<file path="src/rtl/t2mi_frame_scheduler_if.sv">
// Packet-builder handshake between the T2 frame scheduler (master) and the T2-MI packet builder (slave).
interface t2mi_frame_scheduler_if;
    logic        PKT_START;
    logic [1:0]  PKT_TYPE;
    logic [15:0] PAYLOAD_LEN;
    logic [7:0]  PACKET_COUNT;
    logic [7:0]  FRAME_IDX;
    logic [3:0]  SUPERFRAME_IDX;
    logic [9:0]  BB_IDX;
    logic        INTL_START;
    logic [26:0] SUBSECONDS;
    logic        PKT_DONE;

    modport master (
        output PKT_START, PKT_TYPE, PAYLOAD_LEN, PACKET_COUNT, FRAME_IDX,
               SUPERFRAME_IDX, BB_IDX, INTL_START, SUBSECONDS,
        input  PKT_DONE
    );

    modport slave (
        input  PKT_START, PKT_TYPE, PAYLOAD_LEN, PACKET_COUNT, FRAME_IDX,
               SUPERFRAME_IDX, BB_IDX, INTL_START, SUBSECONDS,
        output PKT_DONE
    );
endinterface

</file>
<file path="src/rtl/t2mi_frame_scheduler.sv">
// Per-T2-frame packet sequencer: nblk BB-frame packets, one timestamp packet, one L1 packet,
// with BB packets gated on TS FIFO fill and a watchdog on the builder's completion pulse.
module t2mi_frame_scheduler #(
    parameter int L1_LEN_BYTES   = 62,
    parameter int TIMEOUT_CYCLES = 65535
) (
    input  logic        CLK,
    input  logic        RST,
    input  logic        ENABLE,
    input  logic [15:0] k_bch,
    input  logic [9:0]  plp_num_blocks,
    input  logic [7:0]  num_t2_frames,
    input  logic [26:0] T_sf_ssu,
    input  logic [12:0] DATA_AVAIL,
    t2mi_frame_scheduler_if.master pkt,
    output logic        BUSY,
    output logic        ERR
);
    localparam logic [2:0] S_IDLE      = 3'd0;
    localparam logic [2:0] S_LATCH     = 3'd1;
    localparam logic [2:0] S_WAIT_DATA = 3'd2;
    localparam logic [2:0] S_ISSUE     = 3'd3;
    localparam logic [2:0] S_WAIT_DONE = 3'd4;
    localparam logic [2:0] S_ADVANCE   = 3'd5;

    localparam logic [1:0] T_BB = 2'd0;
    localparam logic [1:0] T_TS = 2'd1;
    localparam logic [1:0] T_L1 = 2'd2;

    localparam logic [15:0] TS_BITS  = 16'd88;
    localparam logic [15:0] L1_BITS  = 16'((2 + L1_LEN_BYTES) * 8);
    localparam logic [15:0] TMO_LAST = 16'(TIMEOUT_CYCLES - 1);

    logic [2:0]  state, state_d;
    logic [12:0] kbch_q;
    logic [9:0]  nblk_q;
    logic [7:0]  nfr_q;
    logic [26:0] tsf_q;
    logic [15:0] tmo, tmo_d;
    logic [1:0]  ptype, type_d;
    logic [9:0]  bb_idx, bb_d;
    logic [7:0]  frame_idx, fr_d;
    logic [3:0]  sf_idx, sf_d;
    logic [26:0] subsec, sub_d;
    logic [7:0]  pcount, cnt_d;
    logic        err_q, err_d;
    logic [15:0] plen;
    logic        intl;

    logic [9:0]  nblk_m1;
    logic [7:0]  nfr_m1;
    logic [12:0] dfl_bytes;
    logic        unused_kbch_lsb;

    // Zero block/frame counts behave as one.
    assign nblk_m1   = (nblk_q == 10'd0) ? 10'd0 : nblk_q - 10'd1;
    assign nfr_m1    = (nfr_q == 8'd0) ? 8'd0 : nfr_q - 8'd1;
    assign dfl_bytes = kbch_q - 13'd10;
    assign unused_kbch_lsb = ^k_bch[2:0];

    function automatic logic [15:0] len_of(input logic [1:0] t, input logic [12:0] kb);
        case (t)
            T_BB:    len_of = {kb + 13'd3, 3'b000};
            T_TS:    len_of = TS_BITS;
            default: len_of = L1_BITS;
        endcase
    endfunction

    always_comb begin
        state_d = state;
        type_d  = ptype;
        bb_d    = bb_idx;
        fr_d    = frame_idx;
        sf_d    = sf_idx;
        sub_d   = subsec;
        cnt_d   = pcount;
        err_d   = err_q;
        tmo_d   = tmo;
        case (state)
            S_IDLE:      if (ENABLE && !err_q) state_d = S_LATCH;
            S_LATCH:     state_d = (ptype == T_BB) ? S_WAIT_DATA : S_ISSUE;
            S_WAIT_DATA: if (DATA_AVAIL >= dfl_bytes) state_d = S_ISSUE;
            S_ISSUE: begin
                tmo_d   = 16'd1;
                state_d = S_WAIT_DONE;
            end
            S_WAIT_DONE: begin
                if (pkt.PKT_DONE) begin
                    state_d = S_ADVANCE;
                end else if (tmo >= TMO_LAST) begin
                    // Builder hung: stop without advancing; only reset recovers.
                    err_d   = 1'b1;
                    state_d = S_IDLE;
                end else begin
                    tmo_d = tmo + 16'd1;
                end
            end
            S_ADVANCE: begin
                cnt_d = pcount + 8'd1;
                case (ptype)
                    T_BB: begin
                        if (bb_idx < nblk_m1) bb_d = bb_idx + 10'd1;
                        else                  type_d = T_TS;
                    end
                    T_TS: type_d = T_L1;
                    default: begin
                        type_d = T_BB;
                        bb_d   = 10'd0;
                        if (frame_idx < nfr_m1) begin
                            fr_d = frame_idx + 8'd1;
                        end else begin
                            fr_d  = 8'd0;
                            sf_d  = sf_idx + 4'd1;
                            sub_d = subsec + tsf_q;
                        end
                    end
                endcase
                if (!ENABLE)                           state_d = S_IDLE;
                else if (ptype == T_BB || ptype == T_TS) state_d = (type_d == T_BB) ? S_WAIT_DATA : S_ISSUE;
                else                                   state_d = S_LATCH;
            end
            default: state_d = S_IDLE;
        endcase
    end

    always_ff @(posedge CLK) begin
        if (RST) begin
            state     <= S_IDLE;
            kbch_q    <= '0;
            nblk_q    <= '0;
            nfr_q     <= '0;
            tsf_q     <= '0;
            tmo       <= '0;
            ptype     <= T_BB;
            bb_idx    <= '0;
            frame_idx <= '0;
            sf_idx    <= '0;
            subsec    <= '0;
            pcount    <= '0;
            err_q     <= 1'b0;
            plen      <= '0;
            intl      <= 1'b0;
        end else begin
            state     <= state_d;
            tmo       <= tmo_d;
            ptype     <= type_d;
            bb_idx    <= bb_d;
            frame_idx <= fr_d;
            sf_idx    <= sf_d;
            subsec    <= sub_d;
            pcount    <= cnt_d;
            err_q     <= err_d;
            if (state == S_LATCH) begin
                kbch_q <= k_bch[15:3];
                nblk_q <= plp_num_blocks;
                nfr_q  <= num_t2_frames;
                tsf_q  <= T_sf_ssu;
            end
            // Packet descriptor is captured on entry to ISSUE and held until the next one.
            if (state_d == S_ISSUE) begin
                plen <= len_of(type_d, kbch_q);
                intl <= (type_d == T_BB) && (bb_d == 10'd0);
            end
        end
    end

    assign pkt.PKT_START      = (state == S_ISSUE);
    assign pkt.PKT_TYPE       = ptype;
    assign pkt.PAYLOAD_LEN    = plen;
    assign pkt.PACKET_COUNT   = pcount;
    assign pkt.FRAME_IDX      = frame_idx;
    assign pkt.SUPERFRAME_IDX = sf_idx;
    assign pkt.BB_IDX         = bb_idx;
    assign pkt.INTL_START     = intl;
    assign pkt.SUBSECONDS     = subsec;
    assign BUSY               = (state != S_IDLE);
    assign ERR                = err_q;
endmodule

</file>
<file path="src/flat_wrapper.sv">
// flat-port wrapper written by rule: the top's interface ports become plain ports
module t2mi_frame_scheduler_flat 
#(
    parameter int L1_LEN_BYTES   = 62,
    parameter int TIMEOUT_CYCLES = 65535
)
  (CLK, RST, ENABLE, k_bch, plp_num_blocks, num_t2_frames, T_sf_ssu, DATA_AVAIL, BUSY, ERR, pkt_PKT_START, pkt_PKT_TYPE, pkt_PAYLOAD_LEN, pkt_PACKET_COUNT, pkt_FRAME_IDX, pkt_SUPERFRAME_IDX, pkt_BB_IDX, pkt_INTL_START, pkt_SUBSECONDS, pkt_PKT_DONE);
  t2mi_frame_scheduler_if pkt_i ();
  input  logic CLK;
  input  logic RST;
  input  logic ENABLE;
  input  logic [15:0] k_bch;
  input  logic [9:0] plp_num_blocks;
  input  logic [7:0] num_t2_frames;
  input  logic [26:0] T_sf_ssu;
  input  logic [12:0] DATA_AVAIL;
  output logic BUSY;
  output logic ERR;
  output wire logic [$bits(pkt_i.PKT_START)-1:0] pkt_PKT_START;
  output wire logic [$bits(pkt_i.PKT_TYPE)-1:0] pkt_PKT_TYPE;
  output wire logic [$bits(pkt_i.PAYLOAD_LEN)-1:0] pkt_PAYLOAD_LEN;
  output wire logic [$bits(pkt_i.PACKET_COUNT)-1:0] pkt_PACKET_COUNT;
  output wire logic [$bits(pkt_i.FRAME_IDX)-1:0] pkt_FRAME_IDX;
  output wire logic [$bits(pkt_i.SUPERFRAME_IDX)-1:0] pkt_SUPERFRAME_IDX;
  output wire logic [$bits(pkt_i.BB_IDX)-1:0] pkt_BB_IDX;
  output wire logic [$bits(pkt_i.INTL_START)-1:0] pkt_INTL_START;
  output wire logic [$bits(pkt_i.SUBSECONDS)-1:0] pkt_SUBSECONDS;
  input wire logic [$bits(pkt_i.PKT_DONE)-1:0] pkt_PKT_DONE;
  assign pkt_PKT_START = pkt_i.PKT_START;
  assign pkt_PKT_TYPE = pkt_i.PKT_TYPE;
  assign pkt_PAYLOAD_LEN = pkt_i.PAYLOAD_LEN;
  assign pkt_PACKET_COUNT = pkt_i.PACKET_COUNT;
  assign pkt_FRAME_IDX = pkt_i.FRAME_IDX;
  assign pkt_SUPERFRAME_IDX = pkt_i.SUPERFRAME_IDX;
  assign pkt_BB_IDX = pkt_i.BB_IDX;
  assign pkt_INTL_START = pkt_i.INTL_START;
  assign pkt_SUBSECONDS = pkt_i.SUBSECONDS;
  assign pkt_i.PKT_DONE = pkt_PKT_DONE;
  t2mi_frame_scheduler #(.L1_LEN_BYTES(L1_LEN_BYTES), .TIMEOUT_CYCLES(TIMEOUT_CYCLES)) u_core (.CLK(CLK), .RST(RST), .ENABLE(ENABLE), .k_bch(k_bch), .plp_num_blocks(plp_num_blocks), .num_t2_frames(num_t2_frames), .T_sf_ssu(T_sf_ssu), .DATA_AVAIL(DATA_AVAIL), .pkt(pkt_i), .BUSY(BUSY), .ERR(ERR));
endmodule
</file>
<file path="config.mk">
export PLATFORM = sky130hd
export DESIGN_NAME = t2mi_frame_scheduler_flat
export DESIGN_NICKNAME = d
export VERILOG_FILES = /design/src/rtl/t2mi_frame_scheduler_if.sv /design/src/rtl/t2mi_frame_scheduler.sv /design/src/flat_wrapper.sv
export SDC_FILE = /design/constraint.sdc
export NUM_CORES = 1
export LEC_CHECK = 0
export ABC_CLOCK_PERIOD_IN_PS = 3200
export CAP_MARGIN = 5
export CORE_AREA = 2 2 142 144
export DETAILED_ROUTE_END_ITERATION = 6
export DIE_AREA = 0 0 144 146
export PLACE_DENSITY = 0.75
export SLEW_MARGIN = 20
export SYNTH_ARGS = -nofsm -noshare
export SYNTH_HDL_FRONTEND = slang
export SYNTH_SLANG_ARGS = --single-unit
export TNS_END_PERCENT = 20
</file>
<file path="constraint.sdc">
create_clock -name CLK -period 3.2 [get_ports CLK]
set_input_delay 0.8 -clock CLK [delete_from_list [all_inputs] [get_ports CLK]]
set_output_delay 0.8 -clock CLK [all_outputs]
set_load 0.02 [all_outputs]
</file>
## Word-level counts from Yosys, hierarchy flattened

Cells that the tools add are included.
W data, S select, Z words.

| word-level totals | value |
|---|---|
| register bits after elaboration | 154 |
| logic and storage cells | 83 |

| operators by class | value |
|---|---|
| add/subtract/negate cells | 10 |
| $lt $le $gt $ge | 4 |
| eq/ne operators | 10 |
| mux-type cells | 23 |
| bitwise logic cells | 3 |
| reductions and logical operators | 18 |

Operators with widths:

| cell | count |
|---|---|
| $pmux W16 S2 | 2 |
| $mux W16 | 2 |
| $mux W10 | 3 |
| $add A27 B27 Y27 | 1 |
| $logic_not A10 Y1 | 2 |
| $pmux W10 S2 | 1 |
| $mux W3 | 6 |
| $pmux W3 S6 | 1 |
| $add A16 B1 Y16 const B | 1 |
| $add A8 B1 Y8 const B | 2 |
| $ge A16 B16 Y1 const B | 1 |
| $mux W8 | 2 |
| $add A13 B2 Y13 const B | 1 |
| $ge A13 B13 Y1 | 1 |
| $sub A13 B4 Y13 const B | 1 |
| $add A10 B1 Y10 const B | 1 |
| $lt A10 B10 Y1 | 1 |
| $sub A10 B1 Y10 const B | 1 |
| $eq A3 B2 Y1 const B | 3 |
| $reduce_and A3 Y1 | 3 |
| $logic_not A8 Y1 | 1 |
| $lt A8 B8 Y1 | 1 |
| $sub A8 B1 Y8 const B | 1 |
| $eq A3 B3 Y1 const B | 2 |
| 17 further kinds | 27 |

## Depth between registers and ports, before layout

Gate-level depths: netlist of run 1.

| logic depth | value |
|---|---|
| depth after elaboration | 12 |
| depth in mapped cells | 17 |
| mapped depth without buffers | 16 |

## Least setup slack after synthesis of run 1

OpenSTA, ideal clock, no wires.

| path | value |
|---|---|
| path type | register to register |
| start point | register u_core.nblk_q[0] |
| end point | register u_core.intl, in the netlist u_core.pkt.INTL_START |
| library setup time | 0.134 ns |
| arrival | 3.177 ns |
| data required time | 3.066 ns |
| path slack | -0.111 ns |
| stages on the path, launching flop included | 16 |
| clock period less this slack | 3.311 ns |
| path through | dfxtp_1 > nor4_1 > nand2_1 > nor2_1 > xor2_1 > nand2_1 > ha_1 > o21a_1 > o21ai_0 > a21oi_1 > a211oi_4 > nand2_1 > or4_1 > and3_1 > nand4_1 > o31ai_2 |

| on the way | value |
|---|---|
| cells in the longest elaborated chain, start to end | 12 |

RTL lines:

| item | line | text |
|---|---|---|
| start, declared | t2mi_frame_scheduler.sv:36 | `logic [9:0] nblk_q;` |
| start signal, assigned | t2mi_frame_scheduler.sv:155 | `nblk_q <= plp_num_blocks;` |
| $sub A10 B1 Y10 / $logic_not A10 Y1 (equally long branches) | t2mi_frame_scheduler.sv:56 | `assign nblk_m1 = (nblk_q == 10'd0) ? 10'd0 : nblk_q - 10'd1;` |
| $mux W10 (*) | t2mi_frame_scheduler.sv:56 |  |
| $lt A10 B10 Y1 (*) | t2mi_frame_scheduler.sv:102 | `if (bb_idx < nblk_m1) bb_d = bb_idx + 10'd1;` |
| $mux W2 | t2mi_frame_scheduler.sv:102 |  |
| $pmux W2 S2 | t2mi_frame_scheduler.sv:100 | `case (ptype)` |
| $mux W2 | t2mi_frame_scheduler.sv:79 | `case (state)` |
| $logic_not A2 Y1 | t2mi_frame_scheduler.sv:119 | `else if (ptype == T_BB \|\| ptype == T_TS) state_d = (type_d == T_BB) ? S_WAIT_DATA : S_ISSUE;` |
| $mux W1 | t2mi_frame_scheduler.sv:119 |  |
| $mux W3 | t2mi_frame_scheduler.sv:119 |  |
| $mux W3 | t2mi_frame_scheduler.sv:118 | `if (!ENABLE) state_d = S_IDLE;` |
| $pmux W3 S6 | t2mi_frame_scheduler.sv:79 |  |
| $eq A3 B2 Y1 | t2mi_frame_scheduler.sv:160 | `if (state_d == S_ISSUE) begin` |
| end signal, assigned | t2mi_frame_scheduler.sv:162 | `intl <= (type_d == T_BB) && (bb_d == 10'd0);` |
| end, declared | t2mi_frame_scheduler.sv:48 | `logic intl;` |

Every way passes the cells marked *; elsewhere a longest branch is shown, timed or not. The select of a mux whose other input is x is not followed.
A chain may end at the register's enable or synchronous reset.

## Worst setup path in the final report of run 1

Ends and elaborated chain as after synthesis.

==> impl_metrics.yaml, run 1 <==
worst_setup_path:
  start_kind: "flip-flop"
  end_kind: "flip-flop"
  arrival_ns: 3.71
  rr_worst_depth: 17
  cpMaxStageDelayCell: "dfxtp_4"
  required_ns: 3.54
  slowest_delay_ns: 0.37
  crit_chain: "inv_4, ha_4, nor4b_4, and2_4, nor3_2, a21oi_1, ha_1, a21o_1, a221oi_2, a21oi_2, a211oi_4, buf_6, and4_4, o21ai_2, a22oi_2, nand4_1, o31ai_2"
  crit_type: "reg2reg"
  cp_max_fo: 4
final_layout:
  nets: 1417
  final_layout_size_suffix_gt1_share_pct: 12.4
  final_cells: 1548
  area_delta_synth_final_pct: 35.5
  antenna_cells: 0
yosys:
  synth_warnings: 0
  syn_avg_cell_area_um2: 7.91
  netlist_instances: 1086
  synth-seq-area-share_pct: 35.2
  synthDistinctLibCells: 69
  synth_ff_type: "dfxtp_1"
  synth_seq_cells: 151
  synth.cell_area_um2: 8590
  synth-edff-count: 0
  async_flop_share_pct: 0
power:
  pwr-share-clk_pct: 30.7
  fin_total_pwr_mw: 7.00
  power_frac_seq_pct: 31.5
  ir_drop_v: 0.000397
  combPwrFrac_pct: 37.8
  powerDensity_nw_per_um2: 601
  sw_frac_of_total_pct: 35.2
  p_int_mw: 4.53
  leakagePower_nw: 4.69
  power.switching_mw: 2.46
sta:
  hold_violations: 0
  slew_violations: 0
  timing.fmax_ghz: 0.297
  rsz0062_at_grt: "true"
  skew_ns: 0.00886
  worstMarginPinSlew_ns: 0.536
  fin_crit_sh_pct: 105
  setup_ws_ns: -0.165
  min_period_ns: 3.37
  finalSetupViolCount: 15
  slew-limit-headroom_pct: 64.3
floorplan:
  num_rows: 51
  core_um2: 19300
  initial_utilization_pct: 44.4
  pin_count: 157
  die_h_um: 146
  die_w_um: 144
  die_area_um2: 21000
hold_path:
  whs_path_depth: 2
  hp-class: "reg2reg"
grt:
  antenna_found_initial: 0
  overflow: 0
  grt_pass1_wl_um: 37600
  grt_max_degree: 45
  grt_pass1_vias: 7845
  grt_use_total_pct: 22.0
place:
  numPortBuffers: 150
  dp_hpwl_um: 16300
  place_inst: 1511
  globalplace.congestion: 0.874
  dp_slack_ns: -0.219
route:
  post_drt_wl_per_cell_um: 14.9
  vias: 8217
  drt_wl_total_um: 23100
  via_per_inst: 5.31
  dr.pass1.iters: 5
  antenna_left: 0
  drtIter0Drc: 460
  drc: 0
clock_tree:
  cts_max_path_buffers: 2
  tritoncts: "built"
  cts_sinks: 151
  clkTransAtPathRegs_ns: 0.07
  htreeDepth: 4
  clk_latency_ns: 0.43
  ctsHoldBuffers: 0
  numCtsBuffers: 17
  root_buffer: "clkbuf_16"
outcome:
  outcome: "finished with violations"
  violations: "setup timing"
flow_run:
  maxCapViolations: 0
[power groups by stage]
stage,registers [mW],logic [mW],clock network [mW]
final,2.20,2.65,2.15
after global routing,2.22,2.93,2.26
after CTS,2.20,2.50,2.18
after detailed placement,2.23,2.35,0
after global placement,2.22,2.28,0
after floorplan,2.23,1.57,0
[through the flow]
stage | TNS, ns | hold WS (ns) | instance area (um^2) | utilization, %
5_1_grt | -3.89 | 0.470 | 11600 | 60.2
2_1_floorplan | 0 | 0.434 | 8620 | -
3_5_place_dp | -1.77 | 0.445 | 10700 | 55.4
3_3_place_gp | -0.860 | 0.440 | 10700 | 55.4
6_report | -0.708 | 0.451 | 11600 | 60.2
4_1_cts | -0.554 | 0.453 | 11500 | 59.4
[metal layers]
| metal | track usage (%) | vias to the layer above | share of wire [%] |
|---|---|---|---|
| li1 | - | 4155 | - |
| met1 | 28.5 | 3847 | 46 |
| met2 | 36.9 | 182 | 48 |
| met3 | 4.08 | 33 | 3.9 |
| met4 | 6.81 | 0 | 1.7 |
| met5 | 0 | - | 0 |
[flip-flops by register name, summed over array words and instances (netlist names), 4 cells and up]
signal,count
u_core.kbch_q,13
u_core.nblk_q,10
u_core.nfr_q,8
u_core.pkt.BB_IDX,10
u_core.pkt.FRAME_IDX,8
u_core.pkt.PACKET_COUNT,8
u_core.pkt.PAYLOAD_LEN,13
u_core.pkt.SUBSECONDS,27
u_core.pkt.SUPERFRAME_IDX,4
u_core.tmo,16
u_core.tsf_q,27
[Yosys cell counts, drive strengths merged, types with 4 or more instances]
cell type | count | area share [%]
ha | 68 | 9.9
a211oi | 7 | 0.76
nor4 | 7 | 0.51
xor2 | 45 | 4.6
nand4 | 18 | 1.4
o21a | 6 | 0.52
inv | 24 | 1.0
a31oi | 9 | 0.66
dfxtp | 151 | 35
o21ai | 31 | 1.9
and3 | 14 | 1.0
mux2i | 6 | 0.70
nand3 | 32 | 1.9
clkbuf | 40 | 1.7
a2bb2oi | 8 | 0.82
nor2b | 7 | 0.51
nand2b | 12 | 0.87
nand2 | 207 | 9.0
nor3b | 5 | 0.55
o31ai | 4 | 0.41
buf | 8 | 0.61
a21oi | 124 | 7.3
and4 | 6 | 0.61
or3 | 6 | 0.44
and2 | 7 | 0.51
nor3 | 17 | 0.99
xnor2 | 33 | 3.4
a21o | 24 | 2.1
nor2 | 111 | 4.9
[final cells by class]
cell class	instances	area [um^2]
timing repair buffer	211	2010
fill	1711	7700
inverter	25	96.3
sequential	151	3030
multi-input combinational	864	5530
tap	265	332
clock buffer	18	439
clock inverter	14	189
[worst max-delay path: cells and delay by family (launching register included)]
family / cells / cell delay [ns]
adders and majority gates: 2 / 0.39
DFF: 1 / 0.37
and+or+nand+nor: 5 / 0.89
AOI/OAI and AO/OA: 8 / 1.40
buffers and inverters: 2 / 0.23
[cells by family after synthesis]
family                   share of synthesized area (%)
AND/OR/NAND/NOR                                   24.2
buffers and inverters                             3.45
AO/OA/AOI/OAI                                     18.2
flip-flops                                        35.2
XOR/XNOR                                          7.95
multiplexers                                     0.830
adder cells (fa/ha/maj)                           10.1
other                                           0.0437
[what timing repair did]
item / 4_1_cts / 5_1_grt
setup endpoints to repair: 18 / 58
pin swaps: 17 / 9
buffers inserted: 2 / 3
resized for setup: 32 / 30
[worst paths after layout]
kind                                     startpoint                                     end  slack [ns]
max                   u_core.nblk_q[0]$_SDFFE_PP0P_      u_core.pkt.INTL_START$_SDFFE_PP0N_       -0.17
min          u_core.pkt.PAYLOAD_LEN[4]$_SDFFE_PP0N_  u_core.pkt.PAYLOAD_LEN[4]$_SDFFE_PP0N_        0.45
max reg2reg           u_core.nblk_q[0]$_SDFFE_PP0P_      u_core.pkt.INTL_START$_SDFFE_PP0N_       -0.17
min reg2reg  u_core.pkt.PAYLOAD_LEN[4]$_SDFFE_PP0N_  u_core.pkt.PAYLOAD_LEN[4]$_SDFFE_PP0N_        0.45
[layout by cell type, fill, tap and decap left out, types with 7 or more instances in the layout]
master / synthesis / final
o21ai_0: 27 / 23
and3_1: 14 / 13
nand4_1: 17 / 17
ha_1: 68 / 65
dfxtp_1: 151 / 148
clkbuf_16: 0 / 17
nor2_1: 111 / 107
xor2_1: 45 / 45
a21o_1: 24 / 24
a31oi_1: 9 / 8
inv_1: 23 / 21
xnor2_1: 33 / 33
a2bb2oi_2: 0 / 7
nand2b_1: 12 / 12
nand2_1: 207 / 205
buf_4: 3 / 55
nor2b_1: 7 / 7
a21oi_1: 123 / 117
nand3_1: 32 / 31
clkdlybuf4s50_1: 0 / 149
nor3_1: 17 / 12
Note: power is estimated with default switching activity, not from simulation.
==> inputs of run 2 (changes only) <==
--- a/config.mk
+++ b/config.mk
@@ -10,7 +10,7 @@
 export CORE_AREA = 2 2 142 144
 export DETAILED_ROUTE_END_ITERATION = 6
 export DIE_AREA = 0 0 144 146
-export PLACE_DENSITY = 0.75
+export PLACE_DENSITY_LB_ADDON = 0.12
 export SLEW_MARGIN = 20
 export SYNTH_ARGS = -nofsm -noshare
 export SYNTH_HDL_FRONTEND = slang
==> impl_metrics.yaml, run 2 (synthesis gave the netlist of run 1 again) <==
worst_setup_path:
  crit_path_end: "u_core.pkt.INTL_START$_SDFFE_PP0N_"
  crit_chain: "nor4_4, buf_4, nand2_2, nor2_2, xor2_1, nand2_1, ha_1, o21a_1, o21ai_2, a21oi_2, a211oi_4, buf_6, nand4_1, nand3_1, and4bb_1, nand4_1, o31ai_2"
  reg2reg_slack_ns: -0.19
  path_buf_inv: 2
  r2r-end: "u_core.pkt.INTL_START$_SDFFE_PP0N_"
  rr_worst_depth: 17
  path_depth: 17
  cp_max_fo: 5
  worstSetupStartpoint: "u_core.nblk_q[0]$_SDFFE_PP0P_"
  slowest_delay_ns: 0.37
  crit_top_cell: "nand4_1"
  crit_type: "reg2reg"
  start_kind: "flip-flop"
  reg2reg_from: "u_core.nblk_q[0]$_SDFFE_PP0P_"
  path_delay_family: "simple AND/OR/NAND/NOR gates"
  arrival_ns: 3.73
  end_kind: "flip-flop"
  cpMaxStageDelayCell: "dfxtp_4"
  required_ns: 3.54
route:
  antenna_left: 0
  vias: 8195
  dr.pass1.iters: 5
  drt_wl_total_um: 23000
  drtIter0Drc: 419
  drc: 0
  post_drt_wl_per_cell_um: 14.7
  via_per_inst: 5.23
outcome:
  outcome: "finished with violations"
  violations: "setup timing"
place:
  placed_cell_area_um2: 10900
  dp_hpwl_um: 16300
  numPortBuffers: 150
  globalplace.congestion: 0.863
final_layout:
  final_core_util_pct: 61.2
  layout_commonest_cell: "nand2_1"
  final_cell_area_um2: 11800
  antenna_cells: 0
  final_layout_size_suffix_gt1_share_pct: 14.6
  area_delta_synth_final_pct: 37.9
  final_cell_mix: "nand2_1 (205), clkdlybuf4s50_1 (149), dfxtp_1 (146)"
  nets: 1437
  n_fill_cell: 1803
clock_tree:
  tritoncts: "built"
  root_buffer: "clkbuf_16"
  htreeDepth: 4
  clk_latency_ns: 0.43
  cts_sinks: 151
  ctsHoldBuffers: 0
  cts_max_path_buffers: 2
  clkTransAtPathRegs_ns: 0.06
  numCtsBuffers: 17
floorplan:
  die_area_um2: 21000
  die_w_um: 144
  core_um2: 19300
  pin_count: 157
  die_h_um: 146
  num_rows: 51
  initial_utilization_pct: 44.4
flow_run:
  maxCapViolations: 0
hold_path:
  hp-class: "reg2reg"
grt:
  grt_pass1_vias: 7954
  met2_usage_pct: 36.3
  grt_use_total_pct: 22.2
  grt_max_degree: 59
  grt-busiest-layer: "met2"
  use_met3_pct: 3.59
  gr-usage-met1_pct: 29.9
  antenna_found_initial: 0
  overflow: 0
  grt_pass1_wl_um: 38100
power:
  powerDensity_nw_per_um2: 596
  leakagePower_nw: 4.83
  ir_drop_v: 0.000386
  fin_total_pwr_mw: 7.06
sta:
  timing.fmax_ghz: 0.295
  setup_ws_ns: -0.190
  slew_violations: 0
  min_period_ns: 3.39
  hold_violations: 0
  worstMarginPinSlew_ns: 0.675
  skew_ns: 0.0123
  slew-limit-headroom_pct: 55.0
  rsz0062_at_grt: "true"
  fin_crit_sh_pct: 106
  holdWs_ns: 0.452
  finalSetupViolCount: 18
[run 2: worst min path at each step]
stage	startpoint	cells after the start	end	slack, ns
2_1_floorplan	u_core.tmo[15]$_SDFFE_PP0P_	2	u_core.tmo[15]$_SDFFE_PP0P_	0.43
3_3_place_gp	u_core.pkt.PAYLOAD_LEN[11]$_SDFFE_PP0N_	2	u_core.pkt.PAYLOAD_LEN[11]$_SDFFE_PP0N_	0.44
3_5_place_dp	u_core.pkt.PAYLOAD_LEN[6]$_SDFFE_PP0N_	2	u_core.pkt.PAYLOAD_LEN[6]$_SDFFE_PP0N_	0.45
4_1_cts	u_core.pkt.PAYLOAD_LEN[6]$_SDFFE_PP0N_	2	u_core.pkt.PAYLOAD_LEN[6]$_SDFFE_PP0N_	0.45
5_1_grt	u_core.pkt.PAYLOAD_LEN[6]$_SDFFE_PP0N_	2	u_core.pkt.PAYLOAD_LEN[6]$_SDFFE_PP0N_	0.48
6_report	u_core.pkt.PAYLOAD_LEN[6]$_SDFFE_PP0N_	2	u_core.pkt.PAYLOAD_LEN[6]$_SDFFE_PP0N_	0.45
[run 2: cell type report]
cell class                      count  area (um^2)  area share (%)
Multi-Input combinational cell    864         5610            47.4
Sequential cell                   151         3030            25.6
Timing Repair Buffer              231         2180            18.4
Clock buffer                       18          439            3.71
Tap cell                          265          332            2.80
Clock inverter                     12          154            1.30
Inverter                           25         96.3           0.814
[run 2: power breakdown]
part           leakage (nW)  switching, mW  internal (mW)
Sequential             1.22          0.164           2.05
Clock                 0.284          0.810           1.24
Combinational          3.32           1.47           1.34
Total                  4.83           2.44           4.62
[run 2: routing by layer]
layer	up-vias	routed length (um)
li1	4186	-
met1	3826	11200
met2	150	10700
met3	33	720
met4	0	412
met5	-	0
[run 2: metrics by stage]
stage / TNS (ns) / instances / worst slack (ns)
2_1_floorplan: 0 / 1088 / 0.00371
3_5_place_dp: -1.38 / 1529 / -0.204
3_3_place_gp: -1.02 / 1529 / -0.150
6_report: -1.87 / 1566 / -0.190
5_1_grt: -5.59 / 1566 / -0.398
4_1_cts: -0.939 / 1566 / -0.124
[run 2: timing repair]
action	4_1_cts	5_1_grt
pin swaps	18	13
setup buffers	7	0
cloned	0	0
endpoints found under the setup margin	18	63
resized for setup	38	35
[run 2: worst register-to-register path, cell delays in order (launching register included)]
cell and delay, ns:
dfxtp_4 0.37, nor4_4 0.27, buf_4 0.18, nand2_2 0.06, nor2_2 0.10, xor2_1 0.16
nand2_1 0.07, ha_1 0.27, o21a_1 0.18, o21ai_2 0.17, a21oi_2 0.11, a211oi_4 0.35
buf_6 0.16, nand4_1 0.12, nand3_1 0.14, and4bb_1 0.20, nand4_1 0.15, o31ai_2 0.24
==> inputs of run 3 (changes only) <==
--- a/config.mk
+++ b/config.mk
@@ -7,9 +7,10 @@
 export LEC_CHECK = 0
 export ABC_CLOCK_PERIOD_IN_PS = 3200
 export CAP_MARGIN = 5
-export CORE_AREA = 2 2 142 144
+export CORE_AREA = 2 2 130 157
+export CTS_CLUSTER_SIZE = 28
 export DETAILED_ROUTE_END_ITERATION = 6
-export DIE_AREA = 0 0 144 146
+export DIE_AREA = 0 0 132 159
 export PLACE_DENSITY_LB_ADDON = 0.12
 export SLEW_MARGIN = 20
 export SYNTH_ARGS = -nofsm -noshare
==> impl_metrics.yaml, run 3 (synthesis gave the netlist of run 1 again) <==
route:
  antenna_left: 0
  post_drt_wl_per_cell_um: 14.6
  via_per_inst: 5.23
  drc: 0
  dr.pass1.iters: 4
  drt_wl_total_um: 22700
  vias: 8128
  drtIter0Drc: 378
power:
  sw_frac_of_total_pct: 34.9
  power_frac_seq_pct: 31.8
  power.switching_mw: 2.43
  powerDensity_nw_per_um2: 593
  pwr-share-clk_pct: 29.1
  combPwrFrac_pct: 39.1
  leakagePower_nw: 4.74
  p_int_mw: 4.53
  fin_total_pwr_mw: 6.96
  ir_drop_v: 0.000389
grt:
  use_met3_pct: 4.14
  overflow: 0
  grt_max_degree: 39
  met2_usage_pct: 38.5
  grt_use_total_pct: 21.6
  gr-usage-met1_pct: 26.4
  grt_pass1_vias: 7830
  grt-busiest-layer: "met2"
  antenna_found_initial: 0
  grt_pass1_wl_um: 37500
worst_setup_path:
  reg2reg_slack_ns: -0.14
  required_ns: 3.53
  cp_max_fo: 4
  end_kind: "flip-flop"
  r2r-end: "u_core.pkt.INTL_START$_SDFFE_PP0N_"
  reg2reg_from: "u_core.nblk_q[1]$_SDFFE_PP0P_"
  crit_type: "reg2reg"
  start_kind: "flip-flop"
  rr_worst_depth: 16
  arrival_ns: 3.67
sta:
  slew-limit-headroom_pct: 48.4
  worstMarginPinSlew_ns: 0.774
  setup_ws_ns: -0.140
  rsz0062_at_grt: "true"
  timing.fmax_ghz: 0.299
  hold_violations: 0
  slew_violations: 0
  skew_ns: 0.00705
  min_period_ns: 3.34
  holdWs_ns: 0.458
  finalSetupViolCount: 12
  fin_crit_sh_pct: 104
clock_tree:
  root_buffer: "clkbuf_16"
  cts_max_path_buffers: 2
  htreeDepth: 4
  tritoncts: "built"
  cts_sinks: 151
  clk_latency_ns: 0.42
  numCtsBuffers: 17
  ctsHoldBuffers: 0
  clkTransAtPathRegs_ns: 0.06
floorplan:
  core_um2: 19400
  die_w_um: 132
  pin_count: 157
  num_rows: 56
  die_h_um: 159
  initial_utilization_pct: 44.2
  die_area_um2: 21000
final_layout:
  final_cells: 1555
  final_cell_mix: "nand2_1 (205), clkdlybuf4s50_1 (149), dfxtp_1 (147)"
  nets: 1428
  layout_commonest_cell: "nand2_1"
  area_delta_synth_final_pct: 36.6
  final_layout_size_suffix_gt1_share_pct: 13.4
  final_core_util_pct: 60.4
  n_fill_cell: 1790
  antenna_cells: 0
place:
  numPortBuffers: 150
  place_inst: 1512
  globalplace.congestion: 0.857
  dp_hpwl_um: 16600
flow_run:
  maxCapViolations: 0
outcome:
  violations: "setup timing"
  outcome: "finished with violations"
hold_path:
  worst_hold_startpoint: "u_core.pkt.PAYLOAD_LEN[11]$_SDFFE_PP0N_"
  hp-class: "reg2reg"
  holdPathEnd: "u_core.pkt.PAYLOAD_LEN[11]$_SDFFE_PP0N_"
  whs_path_depth: 2
run 3: power by group through the flow:
stage               combinational (mW)  sequential [mW]  clock (mW)
floorplan                         1.57             2.23           0
global placement                  2.32             2.24           0
detailed placement                2.36             2.24           0
CTS                               2.54             2.20        2.07
global route                      3.04             2.24        2.16
finish                            2.72             2.21        2.02
run 3: per-stage QoR:
stage	cell area, um^2	setup slack (ns)	TNS [ns]
after floorplan	8620	0.00371	0
after global placement	10700	-0.148	-0.834
after detailed placement	10700	-0.178	-0.852
after CTS	11500	-0.102	-0.406
after global routing	11700	-0.319	-4.09
final	11700	-0.140	-0.598
run 3: worst max-delay path: stages (launching register included):
cell and delay [ns]:
dfxtp_2 0.35, nor4_4 0.27, buf_4 0.17, nand3_1 0.09
xnor2_1 0.17, nand2_1 0.08, ha_1 0.20, or3_4 0.38
a221oi_4 0.20, a21oi_2 0.08, a211oi_4 0.21, buf_6 0.16
and4_4 0.23, o21ai_2 0.05, a22oi_2 0.19, nand4_1 0.17
o31ai_2 0.27
run 3: timing repair:
item                       CTS  global route
buffers inserted             2             8
resized for setup           30            38
pin swaps                   12            25
setup endpoints to repair   14            56
gates cloned                 1             0
run 3: cell type report:
type	instances	area [um^2]	share of cell area, %
Tap cell	261	327	2.78
Sequential cell	151	3030	25.8
Multi-Input combinational cell	864	5580	47.6
Inverter	25	98.8	0.843
Clock buffer	19	453	3.86
Clock inverter	13	145	1.24
Timing Repair Buffer	222	2090	17.8
run 3: per-layer routing:
| layer | vias to the layer above | share of wire [%] |
|---|---|---|
| met5 | - | 0 |
| met1 | 3803 | 45 |
| met2 | 142 | 49 |
| met3 | 25 | 4.1 |
| met4 | 0 | 1.4 |
| li1 | 4158 | - |
run 3: worst max path at each step:
stage	cells past startpoint	end	start
2_1_floorplan	16	u_core.pkt.INTL_START$_SDFFE_PP0N_	u_core.nblk_q[1]$_SDFFE_PP0P_
3_3_place_gp	17	u_core.pkt.INTL_START$_SDFFE_PP0N_	u_core.nblk_q[0]$_SDFFE_PP0P_
3_5_place_dp	17	u_core.pkt.INTL_START$_SDFFE_PP0N_	u_core.nblk_q[0]$_SDFFE_PP0P_
4_1_cts	17	u_core.pkt.INTL_START$_SDFFE_PP0N_	u_core.nblk_q[0]$_SDFFE_PP0P_
5_1_grt	16	u_core.pkt.INTL_START$_SDFFE_PP0N_	u_core.nblk_q[1]$_SDFFE_PP0P_
6_report	16	u_core.pkt.INTL_START$_SDFFE_PP0N_	u_core.nblk_q[1]$_SDFFE_PP0P_
